**src/rtl/dec_sel_pkg.sv**
```systemverilog
// Shared types and sizes for the round-robin arbiter that feeds the 2-to-4 enable decoder.
package dec_sel_pkg;

  localparam int N_REQ = 4;
  localparam int SEL_W = 2;

  typedef enum logic [1:0] {
    IDLE  = 2'b00,
    GRANT = 2'b01,
    GAP   = 2'b10
  } state_t;

endpackage

```
**src/rtl/dec_sel_arbiter_if.sv**
```systemverilog
// Request/grant bundle between requesters (master) and the arbiter (slave).
// The lock line exists only when DEC_SEL_LOCK_EN is defined.
interface dec_sel_arbiter_if;
  import dec_sel_pkg::*;

  logic [N_REQ-1:0] req;
`ifdef DEC_SEL_LOCK_EN
  logic             lock;
`endif
  logic             grant_en;
  logic [SEL_W-1:0] grant_sel;
  logic             busy;

`ifdef DEC_SEL_LOCK_EN
  modport master (output req, output lock, input grant_en, input grant_sel, input busy);
  modport slave  (input req, input lock, output grant_en, output grant_sel, output busy);
`else
  modport master (output req, input grant_en, input grant_sel, input busy);
  modport slave  (input req, output grant_en, output grant_sel, output busy);
`endif

endinterface

```
**src/rtl/rr_pick4.sv**
```systemverilog
// Combinational round-robin pick: first set request scanning last+1 .. last+4 (mod 4),
// so the most recently granted index always has the lowest priority.
module rr_pick4
  import dec_sel_pkg::*;
(
  input  logic [N_REQ-1:0] req,
  input  logic [SEL_W-1:0] last,
  output logic             any,
  output logic [SEL_W-1:0] idx
);

  // rot[k] is the request at index last+1+k; rot[0] has the highest priority
  logic [N_REQ-1:0] rot;

  genvar gi;
  generate
    for (gi = 0; gi < N_REQ; gi++) begin : g_rot
      logic [SEL_W-1:0] pos;
      assign pos     = last + SEL_W'(gi + 1);
      assign rot[gi] = req[pos];
    end
  endgenerate

  always_comb begin
    any = |req;
    idx = last + SEL_W'(1);
    for (int k = N_REQ - 1; k >= 0; k--) begin
      if (rot[k]) begin
        idx = last + SEL_W'(k + 1);
      end
    end
  end

endmodule

```
**src/rtl/dec_sel_arbiter.sv**
```systemverilog
// Round-robin arbiter driving the 2-to-4 enable decoder; one grant at a time, bounded hold,
// one idle cycle between grants. Optional DEC_SEL_LOCK_EN lets a lock input extend a grant.
module dec_sel_arbiter
  import dec_sel_pkg::*;
#(
  parameter int HOLD_CYCLES = 4,
  parameter int CNT_W       = $clog2(HOLD_CYCLES + 1)
) (
  input  logic              clk,
  input  logic              rst,
  dec_sel_arbiter_if.slave  bus
);

  state_t           state_reg, state_next;
  logic [CNT_W-1:0] hold_reg, hold_next;
  logic [SEL_W-1:0] last_reg, last_next;
  logic [SEL_W-1:0] sel_reg, sel_next;
  logic             en_reg, en_next;
  logic             busy_reg, busy_next;

  logic             pick_any;
  logic [SEL_W-1:0] pick_idx;
  logic             granted_req;
  logic             grant_exit;

  rr_pick4 u_pick (
    .req  (bus.req),
    .last (last_reg),
    .any  (pick_any),
    .idx  (pick_idx)
  );

  assign granted_req = bus.req[sel_reg];

`ifdef DEC_SEL_LOCK_EN
  assign grant_exit = !granted_req || (!bus.lock && (hold_reg == '0));
`else
  assign grant_exit = !granted_req || (hold_reg == '0);
`endif

  always_ff @(posedge clk) begin
    if (rst) begin
      state_reg <= IDLE;
      hold_reg  <= '0;
      last_reg  <= SEL_W'(N_REQ - 1);
      sel_reg   <= '0;
      en_reg    <= 1'b0;
      busy_reg  <= 1'b0;
    end else begin
      state_reg <= state_next;
      hold_reg  <= hold_next;
      last_reg  <= last_next;
      sel_reg   <= sel_next;
      en_reg    <= en_next;
      busy_reg  <= busy_next;
    end
  end

  always_comb begin
    state_next = state_reg;
    hold_next  = hold_reg;
    last_next  = last_reg;
    sel_next   = sel_reg;
    en_next    = 1'b0;
    case (state_reg)
      IDLE, GAP: begin
        if (pick_any) begin
          state_next = GRANT;
          en_next    = 1'b1;
          sel_next   = pick_idx;
          hold_next  = CNT_W'(HOLD_CYCLES - 1);
        end else begin
          state_next = IDLE;
        end
      end
      GRANT: begin
        if (grant_exit) begin
          state_next = GAP;
          last_next  = sel_reg;
        end else begin
          en_next = 1'b1;
          // saturates at zero so a locked grant can outlive its hold budget
          if (hold_reg != '0) begin
            hold_next = hold_reg - CNT_W'(1);
          end
        end
      end
      default: state_next = IDLE;
    endcase
    busy_next = (state_next != IDLE);
  end

  assign bus.grant_en  = en_reg;
  assign bus.grant_sel = sel_reg;
  assign bus.busy      = busy_reg;

endmodule

```
**src/flat_wrapper.sv**
```systemverilog
// flat-port wrapper written by rule: the top's interface ports become plain ports
module dec_sel_arbiter_flat import dec_sel_pkg::*;
#(
  parameter int HOLD_CYCLES = 4,
  parameter int CNT_W       = $clog2(HOLD_CYCLES + 1)
)
  (clk, rst, bus_req, bus_grant_en, bus_grant_sel, bus_busy);
  dec_sel_arbiter_if bus_i ();
  input  logic clk;
  input  logic rst;
  input wire logic [$bits(bus_i.req)-1:0] bus_req;
  output wire logic [$bits(bus_i.grant_en)-1:0] bus_grant_en;
  output wire logic [$bits(bus_i.grant_sel)-1:0] bus_grant_sel;
  output wire logic [$bits(bus_i.busy)-1:0] bus_busy;
  assign bus_i.req = bus_req;
  assign bus_grant_en = bus_i.grant_en;
  assign bus_grant_sel = bus_i.grant_sel;
  assign bus_busy = bus_i.busy;
  dec_sel_arbiter #(.HOLD_CYCLES(HOLD_CYCLES), .CNT_W(CNT_W)) u_core (.clk(clk), .rst(rst), .bus(bus_i));
endmodule
```
**config.mk**
```make
export PLATFORM = sky130hd
export DESIGN_NAME = dec_sel_arbiter_flat
export DESIGN_NICKNAME = d
export VERILOG_FILES = /design/src/rtl/dec_sel_pkg.sv /design/src/rtl/dec_sel_arbiter_if.sv /design/src/rtl/rr_pick4.sv /design/src/rtl/dec_sel_arbiter.sv /design/src/flat_wrapper.sv
export SDC_FILE = /design/constraint.sdc
export NUM_CORES = 1
export LEC_CHECK = 0
export CORE_AREA = 2 2 39 41
export CTS_BUF_LIST = sky130_fd_sc_hd__clkbuf_16
export CTS_CLUSTER_SIZE = 20
export DETAILED_ROUTE_END_ITERATION = 8
export DIE_AREA = 0 0 41 43
export DONT_BUFFER_PORTS = 1
export PLACE_DENSITY = 0.73
export SYNTH_ARGS = -nofsm -noshare
export SYNTH_HDL_FRONTEND = slang
export SYNTH_SLANG_ARGS = --single-unit
```
**constraint.sdc**
```tcl
create_clock -name clk -period 2.4 [get_ports clk]
set_clock_uncertainty 0.15 [all_clocks]
set_input_delay 0.72 -clock clk [delete_from_list [all_inputs] [get_ports clk]]
set_output_delay 0.72 -clock clk [all_outputs]
set_load 0.1 [all_outputs]
```
==> results.md, run 1 <==
* Number of port buffers at 0
* Outcome: finished clean
* Final Critical Period at 1.89 ns
* Power per cell area at 940 nW/um^2
* Most area-consuming cells after synthesis: dfxtp_1 35%, nor2_1 6.5%, a21oi_1 5.5%
* Drt wl/cell at 12.7 um
* Ys Warns at 0
* Placed instance area at 673 um^2
* Final wirelength at 1160 um
* Post-CTS setup buffers at 0
* Required @ worst endpoint at 1.53 ns
* Hold_sp: u_core.hold_reg[2]
* Largest stage delay, worst path at 0.44 ns
* Sequential area share after synthesis at 0.349
* Setup WS pre-CTS at 0.532 ns
* PostCTS Resize Cnt at 0
* Crit path kind: flip-flop to output pin
* H-tree depth at 1
* Skew-Pair Late Insertion Delay at 0.24 ns
* Startpoint Class: flip-flop
* R2R Path Start: u_core.hold_reg[0]
* Unrepaired setup endpoints after global routing: false
* Die Y at 43 um
* GRT overflow at 0
* Synth top area share at 0.349
* Largest net degree at the start of global routing at 15
* Post-synthesis cell type count at 29
* Ys async rst share at 0
* MaxCap Viol Count at 0
* CP cell instances: buf_4
* Number of global-route vias before repair at 472
* Die width at 41 um
* Worst-case vdd ir drop at 0.000367 V
* Setup WS post-layout at 0.512 ns
* Area of the mapped netlist at 632 um^2
* Final hold slack at 0.316 ns
* Setup_tns at 0 ns
* CTS Sinks at 11
* Core ar. at 1380 um^2
* Nets at 84
* Remaining DRCs at 0
* Critical path's slowest cell: dfxtp_1
* Post-synth EDFFs at 0
* Max Freq at 530 MHz
* Total CTS buffers at 3
* CTS tree: built
* Mapped Nets at 77
* CP top delay family: flip-flops
* Mapped Cells at 69
* Routed vias/inst at 5.46
* Clock tree root buffer cell: clkbuf_16
* Global-route wire length before repair at 1970 um
* Hold-fix buffers, CTS at 0
* GRT Total Usage at 0.171
* Max-slew violation count at 0
* Final Hold Vio Count at 0
* Commonest non-fill, non-tap cells in the layout: 11 x nor2_1, 11 x dfxtp_1, 7 x a21oi_1
* WP data arrival at 1.02 ns
* Synth area leader: dfxtp_1
* # rows at 14
* Final Instance Count excl. Fillers at 91
* FILL cells at 117
* Crit Path Max Fanout at 6
* Starting Density at 0.457
* Die area at 1760 um^2
* WP buf/inv at 1
* Via count at 497
* Post-route cell area at 752 um^2
* Worst slew pin tran at 0.328 ns
* Hold WC Path Type: flip-flop to flip-flop
* # IOs at 10
* Clock transition at path regs at 0.04 ns
* CTS max path bufs at 2
* Initial DRT Pass Iterations at 3
* Dpl cells at 87
* Area Growth Syn to Fin at 19.0%
* Number of synthesized register bits at 11
* Ant. Diodes at 0
* Final Wtd Congestion at 0.729
* Share of cells above drive strength 1 at 0.240
* Final ANT Viol Nets at 0
* Period Utilization, post-route at 0.787
* Main synth FF type: dfxtp_1
* Slew HR at 0.779
* Largest register FFs at 3
* Initial antenna violation count at 0
* Pleak at 0.291 nW
* Number of DRC markers in iteration 0 at 3
* Synth Area per Inst at 9.16 um^2
* Crit end category: output pin
* Worst setup path startpoint: u_core.bus.grant_sel[1]
* Endpoints failing setup at 0
[cell usage after synthesis, types with 2 or more instances]
library cell  number
or2_2              3
a21oi_1            7
nand2b_1           4
nor2b_1            2
o21bai_1           2
nand3_1            2
o21ai_0            2
dfxtp_1           11
nor3_1             2
nor2_1            11
ha_1               2
inv_1              4
[cell families after synthesis]
family,synth area share
compound gates,0.273
fa+ha+maj,0.0396
buf+inv,0.0376
flops,0.349
mux,0.0416
simple gates,0.259
[tightest hold or removal path: cells and delay by family (launching register included)]
| family | cells | cell delay [ns] |
|---|---|---|
| AOI/OAI and AO/OA | 1 | 0.06 |
| DFF | 1 | 0.30 |
| and+or+nand+nor | 1 | 0.06 |
[per-layer routing]
layer | up-vias | wire, um | track usage
met2 | 8 | 563 | 0.256
met4 | 0 | 28 | 0.100
met3 | 2 | 32 | 0.0524
met5 | - | 0 | 0
met1 | 228 | 534 | 0.203
li1 | 259 | - | -
[worst paths after layout]
| kind | endpoint | slack (ns) | cells past startpoint |
|---|---|---|---|
| setup / recovery | bus_grant_sel[1] | 0.51 | 1 |
| hold / removal | u_core.hold_reg[2] | 0.32 | 2 |
| setup reg to reg | u_core.hold_reg[1] | 0.53 | 7 |
| hold reg to reg | u_core.hold_reg[2] | 0.32 | 2 |
[cell type report]
| class | instances | area [um^2] | area share |
|---|---|---|---|
| multi-input combinational | 52 | 388 | 0.516 |
| sequential | 11 | 220 | 0.293 |
| clock buffer | 3 | 75.1 | 0.0998 |
| timing repair buffer | 4 | 30.0 | 0.0399 |
| tap | 16 | 20.0 | 0.0266 |
| inverter | 4 | 15.0 | 0.0200 |
| clock inverter | 1 | 3.75 | 0.00499 |
[stage by stage]
step	power, mW	util
finish	0.707	0.543
global route	0.738	0.543
CTS	0.715	0.543
detailed placement	0.412	0.486
global placement	0.406	0.486
floorplan	0.384	-
[power breakdown]
| group | internal, mW | leakage [nW] | total (mW) | switching (mW) |
|---|---|---|---|---|
| Sequential | 0.205 | 0.0913 | 0.229 | 0.0233 |
| Clock | 0.218 | 0.0423 | 0.299 | 0.0803 |
| Combinational | 0.0649 | 0.158 | 0.179 | 0.115 |
Power figures use the tool's default switching activity.
==> run 2, diff against run 1 <==
==> constraint.sdc (replaced) <==
create_clock -name clk -period 1.9 [get_ports clk]
set_clock_uncertainty 0.15 [all_clocks]
set_input_delay 0.57 -clock clk [delete_from_list [all_inputs] [get_ports clk]]
set_output_delay 0.57 -clock clk [all_outputs]
set_load 0.1 [all_outputs]
==> run 2 against run 1 <==
Via count rose by 0.40%. Worst hold slack got worse by 0.074 ns. First-iteration DRC count rose to 6.3 times the previous value. Cell area rose by 2.5%. Critical path depth rose by 6. Global-route usage fell by 1.1 points. Setup slack got worse by 0.41 ns. Sequential power rose by 27%. Final cell count did not move.
==> results.md, run 2 (synthesis results as in run 1) <==
* GRT Total Usage at 0.160 (was 0.171)
* Max-slew violation count at 0 (unchanged)
* H-tree depth at 1 (unchanged)
* Final Critical Period at 1.80 ns
* Reg2reg setup slack at 0.10 ns (was 0.53 ns)
* Largest register FFs at 3 (unchanged)
* Worst Hold End: u_core.hold_reg[1] (was u_core.hold_reg[2])
* # rows at 14 (unchanged)
* CTS max path bufs at 2 (unchanged)
* Core ar. at 1380 um^2 (unchanged)
* Outcome: finished clean (unchanged)
* Largest stage delay, worst path at 0.32 ns (was 0.44 ns)
* Crit path kind: flip-flop to flip-flop (was flip-flop to output pin)
* Startpoint Class: flip-flop (unchanged)
* Clock tree root buffer cell: clkbuf_16 (unchanged)
* Clock transition at path regs at 0.04 ns (about the same)
* Nets at 84 (unchanged)
* Final Instance Count excl. Fillers at 91 (unchanged)
* Endpoints failing setup at 0 (unchanged)
* Hold WC Path Type: input port to flip-flop (was flip-flop to flip-flop)
* Starting Density at 0.457 (unchanged)
* WP buf/inv at 1 (unchanged)
* Hold path depth at 1 (was 2)
* Ant. Diodes at 0 (unchanged)
* Hold_sp: rst (was u_core.hold_reg[2])
* R2R Path Start: u_core.hold_reg[0] (unchanged)
* Remaining DRCs at 0 (unchanged)
* Die Y at 43 um (unchanged)
* WP data arrival at 1.80 ns (was 1.02 ns)
* Worst setup path startpoint: u_core.hold_reg[0] (was u_core.bus.grant_sel[1])
* Power per cell area at 1160 nW/um^2 (was 940 nW/um^2)
* Crit end category: flip-flop (was output pin)
* Slew HR at 0.774 (was 0.779)
* CTS tree: built (unchanged)
* Crit Path Max Fanout at 8 (was 6)
* Via count at 499 (was 497)
* Initial DRT Pass Iterations at 5 (was 3)
* Dpl cells at 87 (unchanged)
* CTS Sinks at 11 (unchanged)
* Largest net degree at the start of global routing at 15 (unchanged)
* Setup_tns at 0 ns (unchanged)
* Commonest non-fill, non-tap cells in the layout: 11 x nor2_1, 8 x dfxtp_1, 7 x a21oi_1 (was 11 x nor2_1, 11 x dfxtp_1, 7 x a21oi_1)
* Global-route wire length before repair at 1830 um (was 1970 um)
* Routed vias/inst at 5.48 (was 5.46)
* Total CTS buffers at 3 (unchanged)
* Worst R2R End: u_core.hold_reg[0] (was u_core.hold_reg[1])
* # IOs at 10 (unchanged)
* Die area at 1760 um^2 (unchanged)
* CP top delay family: compound AO/OA/AOI/OAI gates (was flip-flops)
* Share of cells above drive strength 1 at 0.307 (was 0.240)
* Die width at 41 um (unchanged)
* Final ANT Viol Nets at 0 (unchanged)
* Worst Reg-to-Reg Cells at 7 (unchanged)
* Final wirelength at 1120 um (was 1160 um)
* Number of DRC markers in iteration 0 at 19 (was 3)
* Period Utilization, post-route at 0.945
* Worst-case vdd ir drop at 0.000787 V (was 0.000367 V)
* Worst slew pin tran at 0.335 ns (was 0.328 ns)
* Pleak at 0.292 nW (was 0.291 nW)
* Required @ worst endpoint at 1.90 ns (was 1.53 ns)
* Unrepaired setup endpoints after global routing: false (unchanged)
* Final Hold Vio Count at 0 (unchanged)
* Skew-Pair Late Insertion Delay at 0.23 ns (was 0.24 ns)
* Post-CTS setup buffers at 0 (unchanged)
* MaxCap Viol Count at 0 (unchanged)
* Initial antenna violation count at 0 (unchanged)
* GRT overflow at 0 (unchanged)
* Drt wl/cell at 12.4 um (was 12.7 um)
* Number of port buffers at 0 (unchanged)
* Commonest non-fill, non-tap cell in the layout: nor2_1
* Final Wtd Congestion at 0.751 (was 0.729)
* Number of global-route vias before repair at 428 (was 472)
* Area Growth Syn to Fin at 22.0% (was 19.0%)
* Max Freq at 557 MHz
* Critical path's slowest cell: a32oi_4 (was dfxtp_1)
* CP cell instances: inv_1 > ha_2 > ha_4 > and2b_2 > a32oi_4 > nor2_1 > a211oi_2 (was buf_4)
==> run 2: cell count changes in the layout (fill, tap and decap cells not counted) <==
| cell | delta |
|---|---|
| dfxtp_1 | -3 |
| dfxtp_2 | +3 |
| ha_1 | -2 |
| ha_2 | +1 |
| ha_4 | +1 |
==> run 2: repair_timing <==
action | in CTS | in global routing
endpoints found under the setup margin | 0 | 3
gates resized for setup | 0 | 4
hold buffers | 0 | 0
==> run 2: routing by layer <==
metal	GRT usage	vias to the layer above	routed length, um
li1	-	260	-
met2	0.222	10	510
met3	0.0733	4	64
met5	0	-	0
met1	0.201	225	525
met4	0.0800	0	23
==> run 2: how the worst max path moves through the flow <==
stage / to / slack, ns / cells after the start
final: u_core.hold_reg[0] / 0.10 / 7
after floorplan: u_core.hold_reg[1] / 0.06 / 4
after global placement: u_core.hold_reg[2] / 0.06 / 7
after global routing: u_core.hold_reg[0] / 0.02 / 7
after CTS: u_core.hold_reg[1] / 0.03 / 7
after detailed placement: u_core.hold_reg[1] / 0.04 / 7
==> run 2: power breakdown <==
group | switching (mW) | total [mW] | internal (mW) | leakage (nW)
Clock | 0.0951 | 0.371 | 0.275 | 0.0423
Sequential | 0.0294 | 0.291 | 0.261 | 0.0921
Combinational | 0.146 | 0.233 | 0.0872 | 0.157
==> run 2: worst register-to-register path: cells and delay by family, from the launching register on <==
| kind | cells | cell delay [ns] |
|---|---|---|
| adders and majority gates | 2 | 0.34 |
| and+or+nand+nor | 2 | 0.35 |
| AOI/OAI and AO/OA | 2 | 0.51 |
| DFF | 1 | 0.30 |
| buffers and inverters | 1 | 0.07 |
==> run 2: through the flow <==
step	hold slack, ns	setup slack [ns]	area (um^2)	utilization	total power [mW]
after floorplan	0.298	0.0556	634	-	0.487
after global placement	0.307	0.0648	676	0.488	0.516
after detailed placement	0.313	0.0370	676	0.488	0.521
after CTS	0.246	0.0276	754	0.545	0.894
after global routing	0.238	0.0155	771	0.557	0.929
final	0.242	0.105	771	0.557	0.895
==> run 2: area by class of cell <==
type	count	area (um^2)
timing repair buffer	4	30.0
multi-input combinational	52	403
tap	16	20.0
inverter	4	15.0
fill	107	613
sequential	11	224
clock inverter	1	3.75
clock buffer	3	75.1
==> run 3, diff against run 2 <==
--- a/config.mk
+++ b/config.mk
@@ -5,13 +5,14 @@
 export SDC_FILE = /design/constraint.sdc
 export NUM_CORES = 1
 export LEC_CHECK = 0
+export ABC_AREA = 1
 export CORE_AREA = 2 2 39 41
 export CTS_BUF_LIST = sky130_fd_sc_hd__clkbuf_16
 export CTS_CLUSTER_SIZE = 20
 export DETAILED_ROUTE_END_ITERATION = 8
 export DIE_AREA = 0 0 41 43
 export DONT_BUFFER_PORTS = 1
-export PLACE_DENSITY = 0.73
+export PLACE_DENSITY = 0.75
 export SYNTH_ARGS = -nofsm -noshare
 export SYNTH_HDL_FRONTEND = slang
 export SYNTH_SLANG_ARGS = --single-unit
==> run 3 against run 2 <==
Cell area is 1.1% higher. Non-clock buffer count stayed put. Largest power group unchanged. Worst hold slack worse by 0.0064 ns. Global-route usage is 1.2 points higher. Critical endpoint is now bus_grant_sel[0]. Highest routed layer is now met3.
==> results.md, run 3 <==
* Global Route met2 Usage at 0.281 (was 0.222)
* CTS tree: built (unchanged)
* Commonest non-fill, non-tap cell in the layout: nand2_1 (was nor2_1)
* Worst Reg-to-Reg Cells at 9 (was 7)
* Main synth FF type: dfxtp_1 (unchanged)
* Post-route cell area at 779 um^2 (was 771 um^2)
* CTS Sinks at 11 (unchanged)
* Critical path's slowest cell: dfxtp_2 (was a32oi_4)
* Startpoint Class: flip-flop (unchanged)
* Top cells by count, synth: 30 x nand2_1, 17 x inv_1, 11 x dfxtp_1, 10 x nand3_1, 6 x nor2_1 (was 11 x dfxtp_1, 11 x nor2_1, 7 x a21oi_1, 4 x inv_1, 4 x nand2b_1)
* Starting Density at 0.476 (was 0.457)
* Hold-fix buffers, CTS at 0 (unchanged)
* Crit path kind: flip-flop to output pin (was flip-flop to flip-flop)
* Hold path depth at 1 (unchanged)
* Clock power share at 0.359 (was 0.414)
* Largest stage delay, worst path at 0.36 ns (was 0.32 ns)
* MaxCap Viol Count at 0 (unchanged)
* CP cell instances: buf_4 (was inv_1 > ha_2 > ha_4 > and2b_2 > a32oi_4 > nor2_1 > a211oi_2)
* Setup_tns at 0 ns (unchanged)
* Ys Warns at 0 (unchanged)
* Met3 usage at 0.0890 (was 0.0733)
* WP data arrival at 0.90 ns (was 1.80 ns)
* Clock transition at path regs at 0.04 ns (about the same)
* GRT Total Usage at 0.172 (was 0.160)
* Initial antenna violation count at 0 (unchanged)
* GRT met1 Usage at 0.186 (was 0.201)
* Final Critical Period at 1.62 ns (was 1.80 ns)
* Drt wl/cell at 10.2 um (was 12.4 um)
* Mapped Cells at 102 (was 69)
* Period Utilization, post-route at 0.850 (was 0.945)
* Combinational power share at 0.356 (was 0.261)
* Skew-Pair Late Insertion Delay at 0.24 ns (was 0.23 ns)
* Nets at 118 (was 84)
* Largest net degree at the start of global routing at 11 (was 15)
* Area Growth Syn to Fin at 18.4% (was 22.0%)
* Area of the mapped netlist at 658 um^2 (was 632 um^2)
* Via count at 629 (was 499)
* Core ar. at 1380 um^2 (unchanged)
* Final ANT Viol Nets at 0 (unchanged)
* FILL cells at 143 (was 107)
* Hold WC Path Type: input port to flip-flop (unchanged)
* Post-CTS setup buffers at 0 (unchanged)
* Clock tree root buffer cell: clkbuf_16 (unchanged)
* Critical path depth in cells at 1 (was 7)
* # IOs at 10 (unchanged)
* Die width at 41 um (unchanged)
* Outcome: finished clean (unchanged)
* GRT overflow at 0 (unchanged)
* Mapped Nets at 110 (was 77)
* Final hold slack at 0.236 ns (was 0.242 ns)
* Required @ worst endpoint at 1.18 ns (was 1.90 ns)
* Global-route wire length before repair at 2060 um (was 1830 um)
* Final core utilization at 0.563 (was 0.557)
* # rows at 14 (unchanged)
* Synth area leader: dfxtp_1 (unchanged)
* Worst slew pin tran at 0.379 ns (was 0.335 ns)
* Final Hold Vio Count at 0 (unchanged)
* Final Wtd Congestion at 0.786 (was 0.751)
* Sequential area share after synthesis at 0.335 (was 0.349)
* Tot Pwr at 1.05 mW (was 0.895 mW)
* Endpoints failing setup at 0 (unchanged)
* Die area at 1760 um^2 (unchanged)
* Worst-case vdd ir drop at 0.000810 V (was 0.000787 V)
* Unrepaired setup endpoints after global routing: false (unchanged)
* Sequential Power Share at 0.285 (was 0.325)
* Remaining DRCs at 0 (unchanged)
* DP HPWL at 1060 um
* Initial DRT Pass Iterations at 4 (was 5)
* Internal at 0.653 mW (was 0.624 mW)
* Number of global-route vias before repair at 568 (was 428)
* Commonest non-fill, non-tap cells in the layout: 30 x nand2_1, 17 x inv_1, 10 x nand3_1 (was 11 x nor2_1, 8 x dfxtp_1, 7 x a21oi_1)
* Share of cells above drive strength 1 at 0.202 (was 0.307)
* Most frequent cell after synthesis: nand2_1
* Final wirelength at 1280 um (was 1120 um)
* Placed instance area at 699 um^2 (was 676 um^2)
* Crit Path Max Fanout at 5 (was 8)
* Synth Area per Inst at 6.45 um^2 (was 9.16 um^2)
* Busiest layer in global routing: met2 (unchanged)
* Max Freq at 619 MHz (was 557 MHz)
* Routed vias/inst at 5.03 (was 5.48)
* Sw Ratio at 0.378 (was 0.303)
* Number of synthesized register bits at 11 (unchanged)
* Max-slew violation count at 0 (unchanged)
* WP buf/inv at 1 (unchanged)
* Post-synth EDFFs at 0 (unchanged)
* Die Y at 43 um (unchanged)
* Pleak at 0.420 nW (was 0.292 nW)
* CP top delay family: flip-flops (was compound AO/OA/AOI/OAI gates)
* Psw at 0.398 mW (was 0.271 mW)
* Ys async rst share at 0 (unchanged)
* Crit end category: output pin (was flip-flop)
* Total CTS buffers at 3 (unchanged)
* CTS max path bufs at 2 (unchanged)
* Synth top area share at 0.335 (was 0.349)
* Power per cell area at 1350 nW/um^2 (was 1160 nW/um^2)
* Number of DRC markers in iteration 0 at 12 (was 19)
* Largest register FFs at 3 (unchanged)
* PostCTS Resize Cnt at 0 (unchanged)
* Post-synthesis cell type count at 19 (was 29)
* Slew HR at 0.747 (was 0.774)
* Number of port buffers at 0 (unchanged)
* Ant. Diodes at 0 (unchanged)
* H-tree depth at 1 (unchanged)
* Most area-consuming cells after synthesis: dfxtp_1 33%, nand2_1 17%, inv_1 9.7% (was dfxtp_1 35%, nor2_1 6.5%, a21oi_1 5.5%)
run 3: kinds of logic after synthesis:
family          share of synthesized area
simple gates                        0.346
buf+inv                             0.141
compound gates                      0.141
flops                               0.335
fa+ha+maj                          0.0380
run 3: worst paths after layout:
kind / start / endpoint / slack [ns]
worst max-delay path: u_core.bus.grant_sel[0] / bus_grant_sel[0] / 0.28
worst min-delay path: rst / u_core.bus.grant_sel[1] / 0.24
worst max register to register: u_core.last_reg[0] / u_core.bus.grant_sel[0] / 0.34
worst min register to register: u_core.hold_reg[0] / u_core.hold_reg[0] / 0.29
run 3: power groups by stage:
stage               registers, mW  logic (mW)  clock network (mW)
finish                      0.300       0.374               0.378
global route                0.304       0.412               0.400
CTS                         0.300       0.376               0.386
detailed placement          0.303       0.374                   0
global placement            0.303       0.369                   0
floorplan                   0.393       0.226                   0
run 3: layout make-up:
| type | count | area [um^2] | area share |
|---|---|---|---|
| clock inverter | 1 | 5.00 | 0.00642 |
| clock buffer | 3 | 75.1 | 0.0963 |
| inverter | 21 | 81.3 | 0.104 |
| sequential | 11 | 223 | 0.286 |
| timing repair buffer | 4 | 30.0 | 0.0385 |
| multi-input combinational | 69 | 345 | 0.443 |
| tap | 16 | 20.0 | 0.0257 |
run 3: per-layer routing:
metal | part of all wire | up-vias
met2 | 0.50 | 10
met1 | 0.45 | 284
met3 | 0.051 | 0
met4 | 0 | 0
met5 | 0 | -
li1 | - | 335
run 3: per-stage QoR:
stage          setup WS, ns  instances
2_1_floorplan         0.271        102
3_3_place_gp          0.291        121
3_5_place_dp          0.308        121
4_1_cts               0.274        125
5_1_grt               0.208        125
6_report              0.284        125
